<file path="src/rtl/mem_arbiter_pkg.sv">
// mem_arbiter_pkg -- shared types and defaults for the memory arbiter.
//   state_e        : arbiter FSM states (IDLE, FETCH, LOAD, STORE)
//   gnt_e          : grant type produced by the priority selector
//   STARVE_MAX_DEF : default max consecutive data grants while a fetch waits
//   TIMEOUT_DEF    : default mem_ack timeout in mem_req cycles
//   gnt_to_state() : maps a grant to the FSM state that serves it
package mem_arbiter_pkg;

  localparam int STARVE_MAX_DEF = 4;
  localparam int TIMEOUT_DEF    = 16;

  // IDLE must encode to zero so the reset state is all-zeros.
  typedef enum logic [1:0] {IDLE, FETCH, LOAD, STORE} state_e;

  typedef enum logic [1:0] {GNT_NONE, GNT_FETCH, GNT_LOAD, GNT_STORE} gnt_e;

  function automatic state_e gnt_to_state(gnt_e g);
    case (g)
      GNT_FETCH: return FETCH;
      GNT_LOAD:  return LOAD;
      GNT_STORE: return STORE;
      default:   return IDLE;
    endcase
  endfunction

endpackage

</file>
<file path="src/rtl/mem_arb_prio.sv">
// mem_arb_prio -- grant selection with fetch anti-starvation.
//   clk, reset   : clock, synchronous active-high reset
//   i_arb_en     : arbiter is idle and may grant this cycle
//   i_fetch_req  : instruction fetch request
//   i_load_req   : data load request
//   i_store_req  : data store request
//   o_gnt        : combinational grant (GNT_NONE when not enabled or no request)
// Normal priority is store > load > fetch. A waiting fetch overrides the data
// ports once it has watched STARVE_MAX data grants go by.
module mem_arb_prio
  import mem_arbiter_pkg::*;
#(
  parameter int STARVE_MAX = STARVE_MAX_DEF
) (
  input  logic clk,
  input  logic reset,
  input  logic i_arb_en,
  input  logic i_fetch_req,
  input  logic i_load_req,
  input  logic i_store_req,
  output gnt_e o_gnt
);

  localparam int CW = $clog2(STARVE_MAX + 1);

  logic [CW-1:0] r_starve_cnt;
  logic          w_starved;
  logic          w_data_gnt;

  assign w_starved  = i_fetch_req && (r_starve_cnt == CW'(STARVE_MAX));
  assign w_data_gnt = (o_gnt == GNT_LOAD) || (o_gnt == GNT_STORE);

  always_comb begin
    o_gnt = GNT_NONE;
    if (i_arb_en) begin
      if (w_starved)        o_gnt = GNT_FETCH;
      else if (i_store_req) o_gnt = GNT_STORE;
      else if (i_load_req)  o_gnt = GNT_LOAD;
      else if (i_fetch_req) o_gnt = GNT_FETCH;
    end
  end

  // Counts only data grants that happen while a fetch is actually waiting;
  // any cycle without a fetch request forgets the history.
  always_ff @(posedge clk) begin
    if (reset) begin
      r_starve_cnt <= '0;
    end else if (!i_fetch_req || (o_gnt == GNT_FETCH)) begin
      r_starve_cnt <= '0;
    end else if (w_data_gnt && (r_starve_cnt != CW'(STARVE_MAX))) begin
      r_starve_cnt <= r_starve_cnt + 1'b1;
    end
  end

endmodule

</file>
<file path="src/rtl/mem_arbiter.sv">
// mem_arbiter -- arbitrates fetch, load and store onto one memory port.
//   clk, reset                 : clock, synchronous active-high reset
//   inst_*                     : fetch request/address, valid pulse and read data
//   dmem_read_*                : load request/address, valid pulse and read data
//   dmem_write_*               : store request/address/data/byte enables, valid pulse
//   mem_*                      : memory bus (req/we/addr/wdata/be out, ack/rdata in)
//   stall                      : some request is pending without its valid pulse
//   exception                  : one-cycle bus timeout pulse
// Optional feature: define MEM_ARBITER_TIMEOUT_EN to add a mem_ack timeout;
// without it exception is tied low and the FSM waits for mem_ack forever.
// Timing: grant in IDLE, one or more mem_req cycles ending on mem_ack, then
// the valid pulse in the following (IDLE) cycle, where a new grant may occur.
module mem_arbiter
  import mem_arbiter_pkg::*;
#(
  parameter int ADDR_W     = 32,
  parameter int DATA_W     = 32,
  parameter int STARVE_MAX = STARVE_MAX_DEF,
  parameter int TIMEOUT    = TIMEOUT_DEF
) (
  input  logic                clk,
  input  logic                reset,
  input  logic                inst_req,
  input  logic [ADDR_W-1:0]   inst_addr,
  output logic                inst_valid,
  output logic [DATA_W-1:0]   inst_rdata,
  input  logic                dmem_read_ready,
  input  logic [ADDR_W-1:0]   dmem_read_address,
  output logic                dmem_read_valid,
  output logic [DATA_W-1:0]   dmem_read_data,
  input  logic                dmem_write_ready,
  input  logic [ADDR_W-1:0]   dmem_write_address,
  input  logic [DATA_W-1:0]   dmem_write_data,
  input  logic [DATA_W/8-1:0] dmem_write_byte,
  output logic                dmem_write_valid,
  output logic                mem_req,
  output logic                mem_we,
  output logic [ADDR_W-1:0]   mem_addr,
  output logic [DATA_W-1:0]   mem_wdata,
  output logic [DATA_W/8-1:0] mem_be,
  input  logic                mem_ack,
  input  logic [DATA_W-1:0]   mem_rdata,
  output logic                stall,
  output logic                exception
);

  localparam int BE_W = DATA_W / 8;

  state_e              r_state, w_next;
  gnt_e                w_gnt;
  logic                w_arb_en;
  logic                w_timeout;
  logic                w_done;
  logic [DATA_W-1:0]   w_rdata;

  logic [ADDR_W-1:0]   r_addr;
  logic [DATA_W-1:0]   r_wdata;
  logic [BE_W-1:0]     r_be;
  logic                r_inst_valid, r_load_valid, r_store_valid;
  logic [DATA_W-1:0]   r_inst_rdata, r_load_rdata;

  assign w_arb_en = (r_state == IDLE);

  mem_arb_prio #(.STARVE_MAX(STARVE_MAX)) u_prio (
    .clk         (clk),
    .reset       (reset),
    .i_arb_en    (w_arb_en),
    .i_fetch_req (inst_req),
    .i_load_req  (dmem_read_ready),
    .i_store_req (dmem_write_ready),
    .o_gnt       (w_gnt)
  );

  // A timed-out read completes with zero data.
  assign w_done  = (r_state != IDLE) && (mem_ack || w_timeout);
  assign w_rdata = mem_ack ? mem_rdata : '0;

  always_comb begin
    w_next = r_state;
    case (r_state)
      IDLE:    w_next = gnt_to_state(w_gnt);
      default: if (w_done) w_next = IDLE;
    endcase
  end

  always_ff @(posedge clk) begin
    if (reset) begin
      r_state       <= IDLE;
      r_addr        <= '0;
      r_wdata       <= '0;
      r_be          <= '0;
      r_inst_valid  <= 1'b0;
      r_load_valid  <= 1'b0;
      r_store_valid <= 1'b0;
      r_inst_rdata  <= '0;
      r_load_rdata  <= '0;
    end else begin
      r_state <= w_next;
      // Bus fields are latched at grant so the requester may change or drop
      // its inputs while the transaction is in flight.
      case (w_gnt)
        GNT_STORE: begin
          r_addr  <= dmem_write_address;
          r_wdata <= dmem_write_data;
          r_be    <= dmem_write_byte;
        end
        GNT_LOAD: begin
          r_addr  <= dmem_read_address;
          r_wdata <= '0;
          r_be    <= '1;
        end
        GNT_FETCH: begin
          r_addr  <= inst_addr;
          r_wdata <= '0;
          r_be    <= '1;
        end
        default: ;
      endcase
      r_inst_valid  <= w_done && (r_state == FETCH);
      r_load_valid  <= w_done && (r_state == LOAD);
      r_store_valid <= w_done && (r_state == STORE);
      if (w_done && (r_state == FETCH)) r_inst_rdata <= w_rdata;
      if (w_done && (r_state == LOAD))  r_load_rdata <= w_rdata;
    end
  end

`ifdef MEM_ARBITER_TIMEOUT_EN
  localparam int TW = $clog2(TIMEOUT + 1);

  logic [TW-1:0] r_timer;
  logic          r_exception;

  // r_timer equals the number of completed mem_req cycles of this transaction.
  assign w_timeout = (r_state != IDLE) && !mem_ack && (r_timer == TW'(TIMEOUT - 1));

  always_ff @(posedge clk) begin
    if (reset) begin
      r_timer     <= '0;
      r_exception <= 1'b0;
    end else begin
      r_exception <= w_timeout;
      r_timer     <= (r_state == IDLE) ? '0 : r_timer + 1'b1;
    end
  end

  assign exception = r_exception;
`else
  assign w_timeout = 1'b0;
  assign exception = 1'b0;
`endif

  assign mem_req          = (r_state != IDLE);
  assign mem_we           = (r_state == STORE);
  assign mem_addr         = r_addr;
  assign mem_wdata        = r_wdata;
  assign mem_be           = r_be;
  assign inst_valid       = r_inst_valid;
  assign inst_rdata       = r_inst_rdata;
  assign dmem_read_valid  = r_load_valid;
  assign dmem_read_data   = r_load_rdata;
  assign dmem_write_valid = r_store_valid;

  // A request stops stalling in the cycle its valid pulses.
  assign stall = !reset && ((inst_req         && !r_inst_valid) ||
                            (dmem_read_ready  && !r_load_valid) ||
                            (dmem_write_ready && !r_store_valid));

endmodule

</file>
<file path="config.mk">
export PLATFORM = sky130hd
export DESIGN_NAME = mem_arbiter
export DESIGN_NICKNAME = d
export VERILOG_FILES = /design/src/rtl/mem_arbiter_pkg.sv /design/src/rtl/mem_arb_prio.sv /design/src/rtl/mem_arbiter.sv
export SDC_FILE = /design/constraint.sdc
export NUM_CORES = 1
export LEC_CHECK = 0
export CELL_PAD_IN_SITES_DETAIL_PLACEMENT = 1
export CELL_PAD_IN_SITES_GLOBAL_PLACEMENT = 1
export CORE_MARGIN = 8
export CORE_UTILIZATION = 27
export CTS_CLUSTER_DIAMETER = 50
export CTS_CLUSTER_SIZE = 12
export DETAILED_ROUTE_END_ITERATION = 6
export PLACE_DENSITY_LB_ADDON = 0.15
export SLEW_MARGIN = 5
export SYNTH_ARGS = -nofsm -noshare
export SYNTH_HDL_FRONTEND = slang
export SYNTH_SLANG_ARGS = --single-unit
</file>
<file path="constraint.sdc">
create_clock -name clk -period 2.8 [get_ports clk]
set_input_delay 0.56 -clock clk [delete_from_list [all_inputs] [get_ports clk]]
set_output_delay 0.56 -clock clk [all_outputs]
set_load 0.01 [all_outputs]
</file>
### After elaboration in Yosys (flattened, before gate mapping)

Index checks and enable logic that the tools add are counted.
W data, S select, Z words.

* register bits after elaboration: 140
* input port bits: 170
* output and inout port bits: 139
* word-level logic and storage cells: 57

* reduce and logical (&&, ||, !) cells: 26
* multiplexer cells: 12
* eq/ne operators: 8
* $add $sub $neg: 1

Operators by type and width (number)
* $pmux W32 S3: 1
* $pmux W32 S2: 1
* $mux W32: 1
* $mux W2: 6
* $logic_and A1 B1 Y1: 10
* $eq A2 B2 Y1 const B: 4
* $pmux W4 S2: 1
* $pmux W2 S3: 1
* $reduce_bool A2 Y1: 3
* $logic_not A1 Y1: 5
* $eq A2 B1 Y1 const B: 2
* $logic_or A1 B1 Y1: 4
* $reduce_or A2 Y1: 2
* $add A3 B1 Y3 const B: 1
* $eq A3 B3 Y1 const B: 1
* $ne A3 B3 Y1 const B: 1
* $reduce_bool A3 Y1: 1
* $logic_not A2 Y1: 1
* $mux W1: 1

### Longest topological paths before layout

Gate-level depths: netlist of the first run.

* depth in word-level cells: 8
* depth in mapped cells: 10
* depth with buffers taken out: 9

### Hierarchy

A second synthesis of the first run with hierarchy kept.

* cell total of the unflattened synthesis: 613
* area, all modules: 5370.2 um2

By module, submodules not included
* mem_arbiter: instances 1, cells each 588, sequential area each 2742.6 um2, area each 5166.2 um2
* mem_arb_prio: instances 1, cells each 25, sequential area each 60.1 um2, area each 203.9 um2

### Least setup slack after synthesis of the first run

No wires, ideal clock.

* path kind: register -> register
* start: reg u_prio.r_starve_cnt[0]
* end: reg r_addr[10] (netlist: mem_addr[10])
* cell stages (with the launch flop): 10
* required time: 2.717 ns
* period minus slack after synthesis: 2.185 ns
* path buffers: 1
* path slack: 0.615 ns
* arrival: 2.102 ns
* setup time: 0.083 ns
* path through: dfxtp_1 > inv_1 > ha_1 > a21bo_2 > a31oi_1 > ha_1 > nor2_4 > buf_1 > nand3_1 > o221ai_1

* cells in the longest elaborated chain, start to end: 6
* elaborated cells on any way between the ends: 9
* classes of those cells: 4 x eq/ne; 3 x mux; 2 x reduce/logical

RTL lines
* start: declaration: RTL line mem_arb_prio.sv:26 `logic [CW-1:0] r_starve_cnt;`
* start signal: assignment: RTL line mem_arb_prio.sv:51 `r_starve_cnt <= r_starve_cnt + 1'b1;`
* $eq A3 B3 Y1 *: RTL line mem_arb_prio.sv:30 `assign w_starved = i_fetch_req && (r_starve_cnt == CW'(STARVE_MAX));`
* $logic_and A1 B1 Y1 *: RTL line mem_arb_prio.sv:30
* $mux W2 *: RTL line mem_arb_prio.sv:36 `if (w_starved) o_gnt = GNT_FETCH;`
* $mux W2 *: RTL line mem_arb_prio.sv:35 `if (i_arb_en) begin`
* $eq A2 B1 Y1 or $eq A2 B2 Y1 (tied branches): RTL line mem_arbiter.sv:101 `case (w_gnt)`
* $pmux W32 S3 or $reduce_bool A3 Y1 (tied branches)
* end signal: assignment: RTL line mem_arbiter.sv:103 `r_addr <= dmem_write_address;`
* end signal: assignment: RTL line mem_arbiter.sv:108 `r_addr <= dmem_read_address;`
* end signal: assignment: RTL line mem_arbiter.sv:113 `r_addr <= inst_addr;`
* end: declaration: RTL line mem_arbiter.sv:56 `logic [ADDR_W-1:0] r_addr;`

Mark *: on every way between the ends. The rest lies on a longest branch, timed or not.
A chain may end at the register's enable or synchronous reset.

### Final worst setup path of the first run

* start: in inst_req
* end: out stall

* cells in the longest elaborated chain, start to end: 4

RTL lines
* start: declaration: RTL line mem_arbiter.sv:23 `input logic inst_req,`
* $logic_and A1 B1 Y1: RTL line mem_arbiter.sv:164 `assign stall = !reset && ((inst_req && !r_inst_valid) ||`
* $logic_or A1 B1 Y1: RTL line mem_arbiter.sv:164
* $logic_or A1 B1 Y1: RTL line mem_arbiter.sv:165 `(dmem_read_ready && !r_load_valid) ||`
* $logic_and A1 B1 Y1: RTL line mem_arbiter.sv:164
* end: declaration: RTL line mem_arbiter.sv:43 `output logic stall,`

No other way between the ends.

==> impl_metrics.yaml, run 1 <==
synthesis:
  synth-edff-count: 0
  synth_top_area_cell: "dfxtp_1"
  postSynthAreaPerCell_um2: 8.62
  yosys_warnings: 0
  synth_cell_type_count: 39
  synth_top_cell_area_share_pct: 50.6
  synth_area_leaders: "dfxtp_1 (51%), nand2_1 (11%), a22oi_1 (8.7%)"
  async_flop_share_pct: 0
  synth-seq-cells: 140
  synthFlopType: "dfxtp_1"
  ys_seq_area_share_pct: 50.6
  synth_fp_nets: 819
  syn_inst: 642
  synth.cell_area_um2: 5540
sta:
  tns_ps: 0
  worstMarginPinSlew_ps: 788
  skew_ps: 15.5
  grt_setup_unrepaired: "no"
  slew_headroom_pct: 47.5
  finalCritPeriodShare_pct: 94.2
  period_minus_slack_ps: 2640
  drv_slew: 0
  hold_viol: 0
  finalHoldWorstSlack_ps: 457
  fmax_mhz: 379
  setup_viol: 0
placement:
  gp_congestion: 0.790
  portBuffers: 307
  place_hpwl_mm: 17.7
cts:
  cts_resized: 0
  clock_path_buffers: 2
  cts-hold-fix-buffers: 0
  clkLatencyLatePin_ps: 410
  cts.sinks: 140
  numCtsBuffers: 17
  clockRootBuffer: "clkbuf_16"
  cts_tree: "built"
  htree_num_levels: 4
  path_clk_slew_ps: 60
  post_cts_buffers: 0
power:
  ir_drop_v: 0.000429
  power_frac_comb_pct: 31.5
  internal_power_mw: 4.74
  p_clk_share_pct: 33.2
  seqPwrFrac_pct: 35.2
  switchingPower_mw: 2.19
  switching_share_pct: 31.6
  p_per_area_nw_per_um2: 738
  leakage_nw: 3.30
min_path:
  hp-class: "flop to flop"
critical_path:
  crit_type: "primary input to output pin"
  path_cells: "clkdlybuf4s50_1 > a222oi_1 > nor2_1 > clkdlybuf4s50_1"
  cp-end-kind: "output pin"
  crit_top_cell: "clkdlybuf4s50_1"
  r2r_slack_ps: 510
  cp.arrival_ps: 2080
  cp-start-kind: "primary input"
  crit_required_ps: 2240
  cpPeakStageDelay_ps: 540
  crit_fanout: 4
  cpMaxStageDelayCell: "clkdlybuf4s50_1"
floorplanning:
  die_w_um: 159
  placement_rows: 52
  die_h_um: 159
  die-area_um2: 25300
  initial_utilization_pct: 27.5
  design.core.area_um2: 20200
  pin_count: 309
routing:
  wl_per_cell_um: 19.8
  drt-total-wl_mm: 24.0
  first_iter_violations: 202
  via_per_inst: 4.85
  ant_nets: 0
  first_pass_iters: 5
  drc_errors: 0
  via_count: 5863
layout:
  layout-drive-gt1-share_pct: 6.93
  final_nets: 1102
  area_growth_syn_to_layout_pct: 69.6
  final_common_cell: "clkdlybuf4s50_1"
  final_cell_mix: "clkdlybuf4s50_1 (306), nand2_1 (160), dfxtp_1 (140), a22oi_1 (64), a21oi_1 (55)"
  antenna_cells: 0
grt:
  grt_pass1_vias: 6512
  grt_first_pass_wirelength_mm: 36.8
  grt_overflow: 0
  grt_usage_pct: 18.2
  grt_max_degree: 67
  grt_antenna_before_repair: 0
flow_run:
  maxCapViolations: 0
status:
  status: "finished, final reports clean"
critical path, delay by kind of cell:
kind                   cells  cell delay, ps
buffers and inverters      2            1010
AOI/OAI and AO/OA          1             410
and+or+nand+nor            1              90
cell type report:
type | count | area, µm²
Clock buffer | 19 | 453
Clock inverter | 13 | 153
Fill cell | 2280 | 10800
Inverter | 11 | 41.3
Multi-Input combinational cell | 434 | 2370
Sequential cell | 140 | 2800
Tap cell | 270 | 338
Timing Repair Buffer | 321 | 3240
layer usage:
layer,up-vias,global-route usage (%),routed length [µm]
li1,2810,-,-
met1,2804,19.3,9600
met2,216,32.1,11900
met3,33,7.42,1880
met4,0,6.17,594
met5,-,0,0
sequential cells by signal (all words and copies together) (netlist names):
signal               cells
inst_rdata              32
mem_be                   4
inst_valid               1
mem_addr                32
dmem_read_data          32
mem_wdata               32
r_state                  2
dmem_write_valid         1
dmem_read_valid          1
u_prio.r_starve_cnt      3
power by group through the flow:
stage          Clock, mW  Combinational [mW]  Sequential [mW]
2_1_floorplan          0               0.890             2.59
3_3_place_gp           0                2.14             2.46
3_5_place_dp           0                2.20             2.49
4_1_cts             2.38                2.22             2.45
5_1_grt             2.46                2.36             2.48
6_report            2.30                2.18             2.44
metrics by stage:
stage | cell area [µm²] | power (mW) | std cells | utilization (%) | worst slack (ps)
after CTS | 9390 | 7.04 | 1208 | 46.6 | 168
after floorplan | 5540 | 3.48 | 642 | - | 615
after global placement | 8790 | 4.61 | 1176 | 43.6 | 197
after detailed placement | 8790 | 4.69 | 1176 | 43.6 | 113
final | 9390 | 6.93 | 1208 | 46.6 | 162
after global routing | 9390 | 7.30 | 1208 | 46.6 | 118
Yosys cell counts, types with 2 or more instances:
library cell	n
inv_1	10
nand2_1	160
a22oi_1	64
a21oi_2	10
buf_1	2
dfxtp_1	140
ha_1	7
nor2_1	44
clkbuf_1	14
o21ai_0	2
buf_2	26
buf_6	7
o22ai_1	4
nand3b_2	2
a21oi_1	55
and3b_1	2
o221ai_1	31
nand3_1	33
a31oi_1	2
buf_4	8
path summary, 6_finish.rpt:
path	startpoint	end	depth (start not counted)
worst max-delay path	inst_req	stall	4
worst min register to register	inst_rdata[29]	inst_rdata[29]	2
worst max register to register	u_prio.r_starve_cnt[0]	mem_addr[21]	10
worst min-delay path	inst_rdata[29]	inst_rdata[29]	2
cells by family (layout without fill, tap and decap cells):
group           after synthesis  count (layout)  share of synthesized area (%)
simple gates                250             250                           18.8
compound gates              174             174                           21.9
flops                       140             140                           50.6
buf+inv                      68             364                           6.69
fa+ha+maj                     7               7                           1.58
other cells                   1               1                         0.0677
xor+xnor                      1               1                          0.158
mux                           1               1                          0.181
No activity file was read; power rests on OpenSTA's default activity.
==> run 2: changes to the inputs <==
ABC_AREA = 1   (was not set)
CORE_UTILIZATION = 26   (was 27)
==> impl_metrics.yaml, run 2 <==
status:
  status: "finished, final reports clean"
cts:
  htree_num_levels: 4
  path_clk_slew_ps: 60
  cts_tree: "built"
  clockRootBuffer: "clkbuf_16"
  numCtsBuffers: 17
  cts.sinks: 140
  clock_path_buffers: 2
  cts-hold-fix-buffers: 0
  clkLatencyLatePin_ps: 420
critical_path:
  cp-end-kind: "output pin"
  cp-start-kind: "primary input"
  crit_type: "primary input to output pin"
  crit_fanout: 2
  crit_required_ps: 2240
  cpPeakStageDelay_ps: 480
  cp.arrival_ps: 1780
  path_buf_inv: 4
  cpMaxStageDelayCell: "clkdlybuf4s50_1"
  crit_top_cell: "inv_1"
  cp_top_family: "buffers and inverters"
  path_cells: "clkdlybuf4s50_1 > inv_1 > or2_2 > nand2_1 > o21ai_0 > inv_1 > dlymetal6s2s_1"
synthesis:
  synth-edff-count: 0
  postSynthAreaPerCell_um2: 7.39
  synth.cell_area_um2: 5600
  synth-seq-cells: 140
  synth_cell_type_count: 24
  yosysMostFrequentCell: "nand2_1"
  ys_seq_area_share_pct: 50.0
  synth_area_leaders: "dfxtp_1 (50%), nand2_1 (14%), o21ai_0 (8.2%)"
  synth_top_cell_area_share_pct: 50.0
  synth_fp_nets: 935
  synth_top_area_cell: "dfxtp_1"
  yosys_warnings: 0
  synthFlopType: "dfxtp_1"
  async_flop_share_pct: 0
  synth_top_cells_by_count: "nand2_1 (210), dfxtp_1 (140), o21ai_0 (92)"
  syn_inst: 758
layout:
  layout-drive-gt1-share_pct: 5.60
  final_nets: 1219
  area_growth_syn_to_layout_pct: 70.4
  fin_cells: 1330
  final_common_cell: "clkdlybuf4s50_1"
  final_cell_mix: "clkdlybuf4s50_1 (306), nand2_1 (210), dfxtp_1 (140), o21ai_0 (92), nor2_1 (79)"
routing:
  drt-total-wl_mm: 23.1
  via_per_inst: 4.55
  drc_errors: 0
  first_iter_violations: 179
  first_pass_iters: 4
  via_count: 6047
  ant_nets: 0
  wl_per_cell_um: 17.4
floorplanning:
  pin_count: 309
  initial_utilization_pct: 26.6
  die_w_um: 163
  design.core.area_um2: 21100
  die_h_um: 163
  placement_rows: 53
  die-area_um2: 26500
sta:
  skew_ps: 11.6
  finalCritPeriodShare_pct: 83.5
  period_minus_slack_ps: 2340
  slew_headroom_pct: 30.2
  tns_ps: 0
  worstMarginPinSlew_ps: 1050
  fmax_mhz: 427
  setup_viol: 0
  drv_slew: 0
  hold_viol: 0
  grt_setup_unrepaired: "no"
  finalHoldWorstSlack_ps: 461
power:
  seqPwrFrac_pct: 33.6
  power_frac_comb_pct: 31.9
  leakage_nw: 3.83
  p_clk_share_pct: 34.5
  finalPower_mw: 7.36
  ir_drop_v: 0.000380
  internal_power_mw: 5.07
  switching_share_pct: 31.1
  switchingPower_mw: 2.29
  p_per_area_nw_per_um2: 771
grt:
  grt_max_degree: 102
  grt_overflow: 0
  grt_first_pass_wirelength_mm: 36.0
  grt_usage_pct: 17.2
  grt_pass1_vias: 6385
  grt_antenna_before_repair: 1
placement:
  gp_congestion: 0.777
  dp.cells: 1298
  place_hpwl_mm: 16.6
  portBuffers: 307
min_path:
  hp-class: "flop to flop"
flow_run:
  maxCapViolations: 0
## run 2: worst paths after layout
kind                               start            end  slack, ps  cells past startpoint
setup / recovery                inst_req          stall        460                      7
hold reg to reg            mem_wdata[12]  mem_wdata[12]        460                      2
setup reg to reg  u_prio.r_starve_cnt[0]   mem_addr[17]        600                     11
hold / removal             mem_wdata[12]  mem_wdata[12]        460                      2
## run 2: power groups by stage
stage | sequential (mW) | combinational [mW] | clock, mW
finish | 2.47 | 2.35 | 2.54
global route | 2.51 | 2.60 | 2.69
CTS | 2.47 | 2.40 | 2.62
detailed placement | 2.51 | 2.38 | 0
global placement | 2.50 | 2.37 | 0
floorplan | 2.65 | 0.981 | 0
## run 2: metrics by stage
stage,instance area [µm²],util [%],setup WS (ps)
after floorplan,5600,-,846
after global placement,8880,42.1,107
after detailed placement,8880,42.1,67.0
after CTS,9540,45.2,51.2
after global routing,9540,45.2,309
final,9540,45.2,461
## run 2: routing by layer
layer	track usage, %	routed length (µm)
met1	19.7	9620
met2	28.9	11100
met3	6.93	2040
met4	5.30	345
met5	0	0
## run 2: final cells by class
| type | instances | area (µm²) |
|---|---|---|
| clock inverter | 13 | 214 |
| multi-input combinational | 544 | 2430 |
| sequential | 140 | 2800 |
| fill | 2562 | 11500 |
| antenna | 1 | 2.50 |
| inverter | 17 | 65.1 |
| clock buffer | 18 | 439 |
| tap | 275 | 344 |
| timing repair buffer | 322 | 3240 |
## run 2: logic make-up after synthesis
logic type	after synthesis	share of synthesized area (%)
AO/OA/AOI/OAI	171	15.3
adder cells (fa/ha/maj)	7	1.56
other	1	0.0670
AND/OR/NAND/NOR	364	26.3
XOR/XNOR	1	0.156
flip-flops	140	50.0
buffers and inverters	74	6.52
## run 2: repair_timing
| item | 4_1_cts | 5_1_grt |
|---|---|---|
| resized for setup | 0 | 1 |
| endpoints found under the hold margin | 0 | 0 |
| setup buffers | 0 | 0 |
| endpoints found under the setup margin | 0 | 1 |
## run 2: worst min-delay path, stage by stage, from the launching register on
cell     delay [ps]
dfxtp_1         310
nand2_1          50
a21oi_1          50
==> run 3: changes to the inputs <==
clock period = 2.2 ns   (was 2.8 ns; I/O delays follow)
==> impl_metrics.yaml, run 3 (synthesis gave the netlist of run 2 again) <==
placement:
  portBuffers: 307
  dp_slack_ps: -319
  placedInstanceArea_um2: 9010
  place_hpwl_mm: 16.8
  dp.cells: 1309
  gp_congestion: 0.797
layout:
  final_nets: 1230
  final_cell_mix: "clkdlybuf4s50_1 (305), nand2_1 (209), dfxtp_1 (138), o21ai_0 (92), nor2_1 (78)"
  finalInstanceArea_um2: 9620
  fin_cells: 1341
  layout-drive-gt1-share_pct: 7.13
  final_core_util_pct: 45.6
  fill_cells: 2550
  ff_latch_area_um2: 2810
  antenna_cells: 0
  multiInputGateArea_um2: 2450
  area_growth_syn_to_layout_pct: 71.8
  final_common_cell: "clkdlybuf4s50_1"
power:
  switchingPower_mw: 2.99
  leakage_nw: 3.87
  p_per_area_nw_per_um2: 946
  seqPwrFrac_pct: 34.4
  ir_drop_v: 0.000568
  finalPower_mw: 9.10
  p_clk_share_pct: 31.2
  power_frac_comb_pct: 34.4
  switching_share_pct: 32.9
  internal_power_mw: 6.11
sta:
  grt_setup_unrepaired: "yes"
  drv_slew: 0
  finalCritPeriodShare_pct: 95.3
  finalHoldWorstSlack_ps: 463
  period_minus_slack_ps: 2100
  tns_ps: 0
  hold_viol: 0
  worstMarginPinSlew_ps: 648
  setup_ws_ps: 104
  skew_ps: 16.7
  slew_headroom_pct: 56.7
  setup_viol: 0
  fmax_mhz: 477
grt:
  grt_first_pass_wirelength_mm: 35.5
  grt_usage_pct: 17.0
  grt_overflow: 0
  grt_pass1_vias: 6406
  grt_antenna_before_repair: 0
  grt_max_degree: 71
cts:
  clock_path_buffers: 2
  path_clk_slew_ps: 60
  htree_num_levels: 4
  clkLatencyLatePin_ps: 430
  clockRootBuffer: "clkbuf_16"
  cts_tree: "built"
  numCtsBuffers: 17
  cts.sinks: 140
critical_path:
  cpPeakStageDelay_ps: 480
  cp-end-kind: "output pin"
  path_cells: "clkdlybuf4s50_1 > inv_1 > or2_2 > nand2_1 > o21ai_0 > inv_1 > clkdlybuf4s15_2"
  path_buf_inv: 4
  cp-start-kind: "primary input"
  crit_fanout: 2
  cpMaxStageDelayCell: "clkdlybuf4s50_1"
  crit_top_cell: "inv_1"
  cp_top_family: "buffers and inverters"
  crit_required_ps: 1760
  crit_type: "primary input to output pin"
  cp.arrival_ps: 1660
min_path:
  hp-class: "flop to flop"
routing:
  drc_errors: 0
  wl_per_cell_um: 17.1
  drt-total-wl_mm: 22.9
  via_count: 6056
  via_per_inst: 4.52
  first_iter_violations: 290
  ant_nets: 0
  first_pass_iters: 4
floorplanning:
  initial_utilization_pct: 26.6
  placement_rows: 53
  die_h_um: 163
  die-area_um2: 26500
  die_w_um: 163
  pin_count: 309
  design.core.area_um2: 21100
flow_run:
  maxCapViolations: 0
status:
  status: "finished, final reports clean"
-- run 3: power groups by stage --
| stage | Clock (mW) | Combinational [mW] | Sequential, mW |
|---|---|---|---|
| global placement | 0 | 3.13 | 3.17 |
| detailed placement | 0 | 3.15 | 3.19 |
| global route | 3.07 | 3.45 | 3.19 |
| finish | 2.84 | 3.13 | 3.13 |
| floorplan | 0 | 1.25 | 3.37 |
| CTS | 2.95 | 3.17 | 3.14 |
-- run 3: tightest hold or removal path, cell delays in order, from the launching register on --
cell     delay [ps]
dfxtp_1         310
nand2_1          60
a21oi_1          50
-- run 3: worst paths after layout --
| check | cells after the start | slack (ps) | endpoint | from |
|---|---|---|---|---|
| worst max-delay path | 7 | 100 | stall | dmem_write_ready |
| worst min-delay path | 2 | 460 | mem_wdata[7] | mem_wdata[7] |
| worst max register to register | 13 | 190 | mem_addr[13] | u_prio.r_starve_cnt[0] |
| worst min register to register | 2 | 460 | mem_wdata[7] | mem_wdata[7] |
-- run 3: cell type report --
cell class | count | share of cell area (%)
Clock inverter | 15 | 1.56
Tap cell | 275 | 3.58
Timing Repair Buffer | 333 | 35.1
Multi-Input combinational cell | 544 | 25.5
Clock buffer | 17 | 4.42
Sequential cell | 140 | 29.2
Inverter | 17 | 0.676
-- run 3: metal layers --
layer  share of wire (%)  vias up  GRT usage, %
li1                    -     3057             -
met1                  42     2803          19.3
met2                  48      177          28.4
met3                 8.3       19          6.67
met4                 1.7        0          6.09
met5                   0        -             0
-- run 3: timing repair --
item | 4_1_cts | 5_1_grt
gates resized for setup | 3 | 8
endpoints found under the setup margin | 1 | 65
setup buffers | 0 | 0
hold buffers | 0 | 0
==> patch (flow settings as in run 3) <==
Build with the macro `MEM_ARBITER_TIMEOUT_EN` defined.
--- a/src/rtl/mem_arbiter.sv
+++ b/src/rtl/mem_arbiter.sv
@@ -12,2 +12,4 @@
 // the valid pulse in the following (IDLE) cycle, where a new grant may occur.
+`define MEM_ARBITER_TIMEOUT_EN
+
 module mem_arbiter
Behaviour: no difference found for any inputs over 4 cycles, from zero or initial values and one cycle with reset high; that may be too few to reach the edited logic, so the function may still have changed.
==> patch against run 3 <==
Final area increased by 5.9%. Worst setup slack about the same. Sequential cell count increased by 6. Wire length up 12%. Maximum frequency about the same. Clock power increased by 2%. Total power increased by 3.5%. Area after synthesis is 8.0% higher. Largest cell class unchanged.
==> patch: results (changes against run 3) <==
Yosys
  – Sequential area share after synthesis: 48.3% (was 50.0%)
  – Synth Area in Compound Gates: 17.6% (was 15.3%)
  – Mapped Nets: 1,025 (was 935)
  – Xor/xnor share of the synthesized area: 0.145% (was 0.156%)
  – Top cells by count, synth: 304 x nand2_1, 146 x dfxtp_1, 132 x a21oi_1 (was 210 x nand2_1, 140 x dfxtp_1, 92 x o21ai_0)
  – Synth area leaders: dfxtp_1 48%, nand2_1 19%, a21oi_1 11% (was dfxtp_1 50%, nand2_1 14%, o21ai_0 8.2%)
  – Post-Synth Adder-Cell Area: 1.86% (was 1.56%)
  – Synth cell types: 25 (was 24)

Placement
  – Placed Instance Area: 0.00952 mm² (was 0.00901 mm²)
  – Placer congestion estimate: 0.795 (was 0.797)
  – HPWL after DPL: 18.3 mm (was 16.8 mm)
  – Port bufs: 308 (was 307)

Status
  – Run status: complete, no violations (unchanged)

Timing
  – Relative slew slack: 64.3% (was 56.7%)
  – Fin Clk Skew: 0.0181 ns (was 0.0167 ns)

Setup path
  – CP max FO: 3 (was 2)

Power
  – Lkg Pwr: 0.00397 µW (was 0.00387 µW)
  – Worst vdd ir: 0.520 mV (was 0.568 mV)

GRT
  – Largest net degree at the start of global routing: 104 (was 71)
  – First-pass GRT wire length: 38.6 mm (was 35.5 mm)
  – Overall routing resource usage: 17.3% (was 17.0%)
  – Initial antenna violation count: 1 (was 0)

Final layout
  – Fin nets: 1,319 (was 1,230)
  – Share of layout cells above drive strength 1: 6.33% (was 7.13%)

Detailed routing
  – Iter 0 DRT Violations: 311 (was 290)
  – Routed WL: 25.6 mm (was 22.9 mm)
  – Via count: 6,573 (was 6,056)

CTS
  – Worst-path clk slew: 0.06 ns (about the same)
==> patch: cell types whose count changed in the layout (fill, tap and decap cells not counted), sizes merged, moves of 3 or more <==
| cell | delta |
|---|---|
| nor2 | -59 |
| clkbuf | +3 |
| clkinv | +4 |
| inv | +33 |
| a21oi | +63 |
| dfxtp | +6 |
| or2 | -3 |
| o21ai | -31 |
| nand3 | -30 |
| nand2 | +93 |
==> patch: through the flow <==
stage	utilization (%)	instances	worst slack (ns)
final	44.1	1445	0.103
after global placement	41.2	1409	-0.170
after CTS	43.7	1441	0.0559
after global routing	44.0	1444	0.0135
after floorplan	-	846	0.225
after detailed placement	41.2	1409	-0.209
==> patch: final timing paths <==
path	to	slack, ns	depth (start not counted)	from
max	stall	0.10	6	inst_req
min	inst_rdata[0]	0.46	2	inst_rdata[0]
max reg2reg	mem_addr[1]	0.18	12	u_prio.r_starve_cnt[0]
min reg2reg	inst_rdata[0]	0.46	2	inst_rdata[0]
==> patch: worst max-delay path, stage by stage <==
cell and delay [ns]:
clkdlybuf4s50_1 0.45, inv_1 0.09, o22ai_1 0.07, o21ai_0 0.22
inv_1 0.07, dlygate4sd2_1 0.31
==> patch: metal layers <==
layer / vias up / track usage, % / wire length [µm]
met3: 10 / 7.29 / 2400
met1: 3060 / 20.4 / 10900
met5: - / 0 / 0
li1: 3298 / - / -
met2: 205 / 28.4 / 12100
met4: 0 / 4.62 / 216
==> patch: area by class of cell <==
cell class | instances | area (µm²)
fillers | 2777 | 12900
well taps | 290 | 363
multi-input cells | 586 | 2670
diodes | 2 | 5.00
clock buffers | 18 | 429
clock inverters | 14 | 153
inverters | 54 | 203
flip-flops and latches | 146 | 2920
repair buffers | 335 | 3450
==> patch: kinds of logic (layout without fill, tap and decap cells) <==
kind of cell | count (synthesis) | in the layout
and+or+nand+nor | 368 | 368
AOI/OAI and AO/OA | 208 | 208
DFF | 146 | 146
buffers and inverters | 114 | 421
adders and majority gates | 9 | 9
xor gates and xnor gates | 1 | 1
other | 0 | 2
==> patch: where the power goes <==
group	total, µW	leakage (µW)	internal [µW]	switching, µW
clock	2910	0.000285	1690	1220
combinational	3290	0.00249	1610	1680
sequential	3220	0.00119	3030	191
==> patch: what timing repair did <==
action	CTS	global route
endpoints found under the setup margin	1	23
cloned	0	2
gates resized for setup	1	7
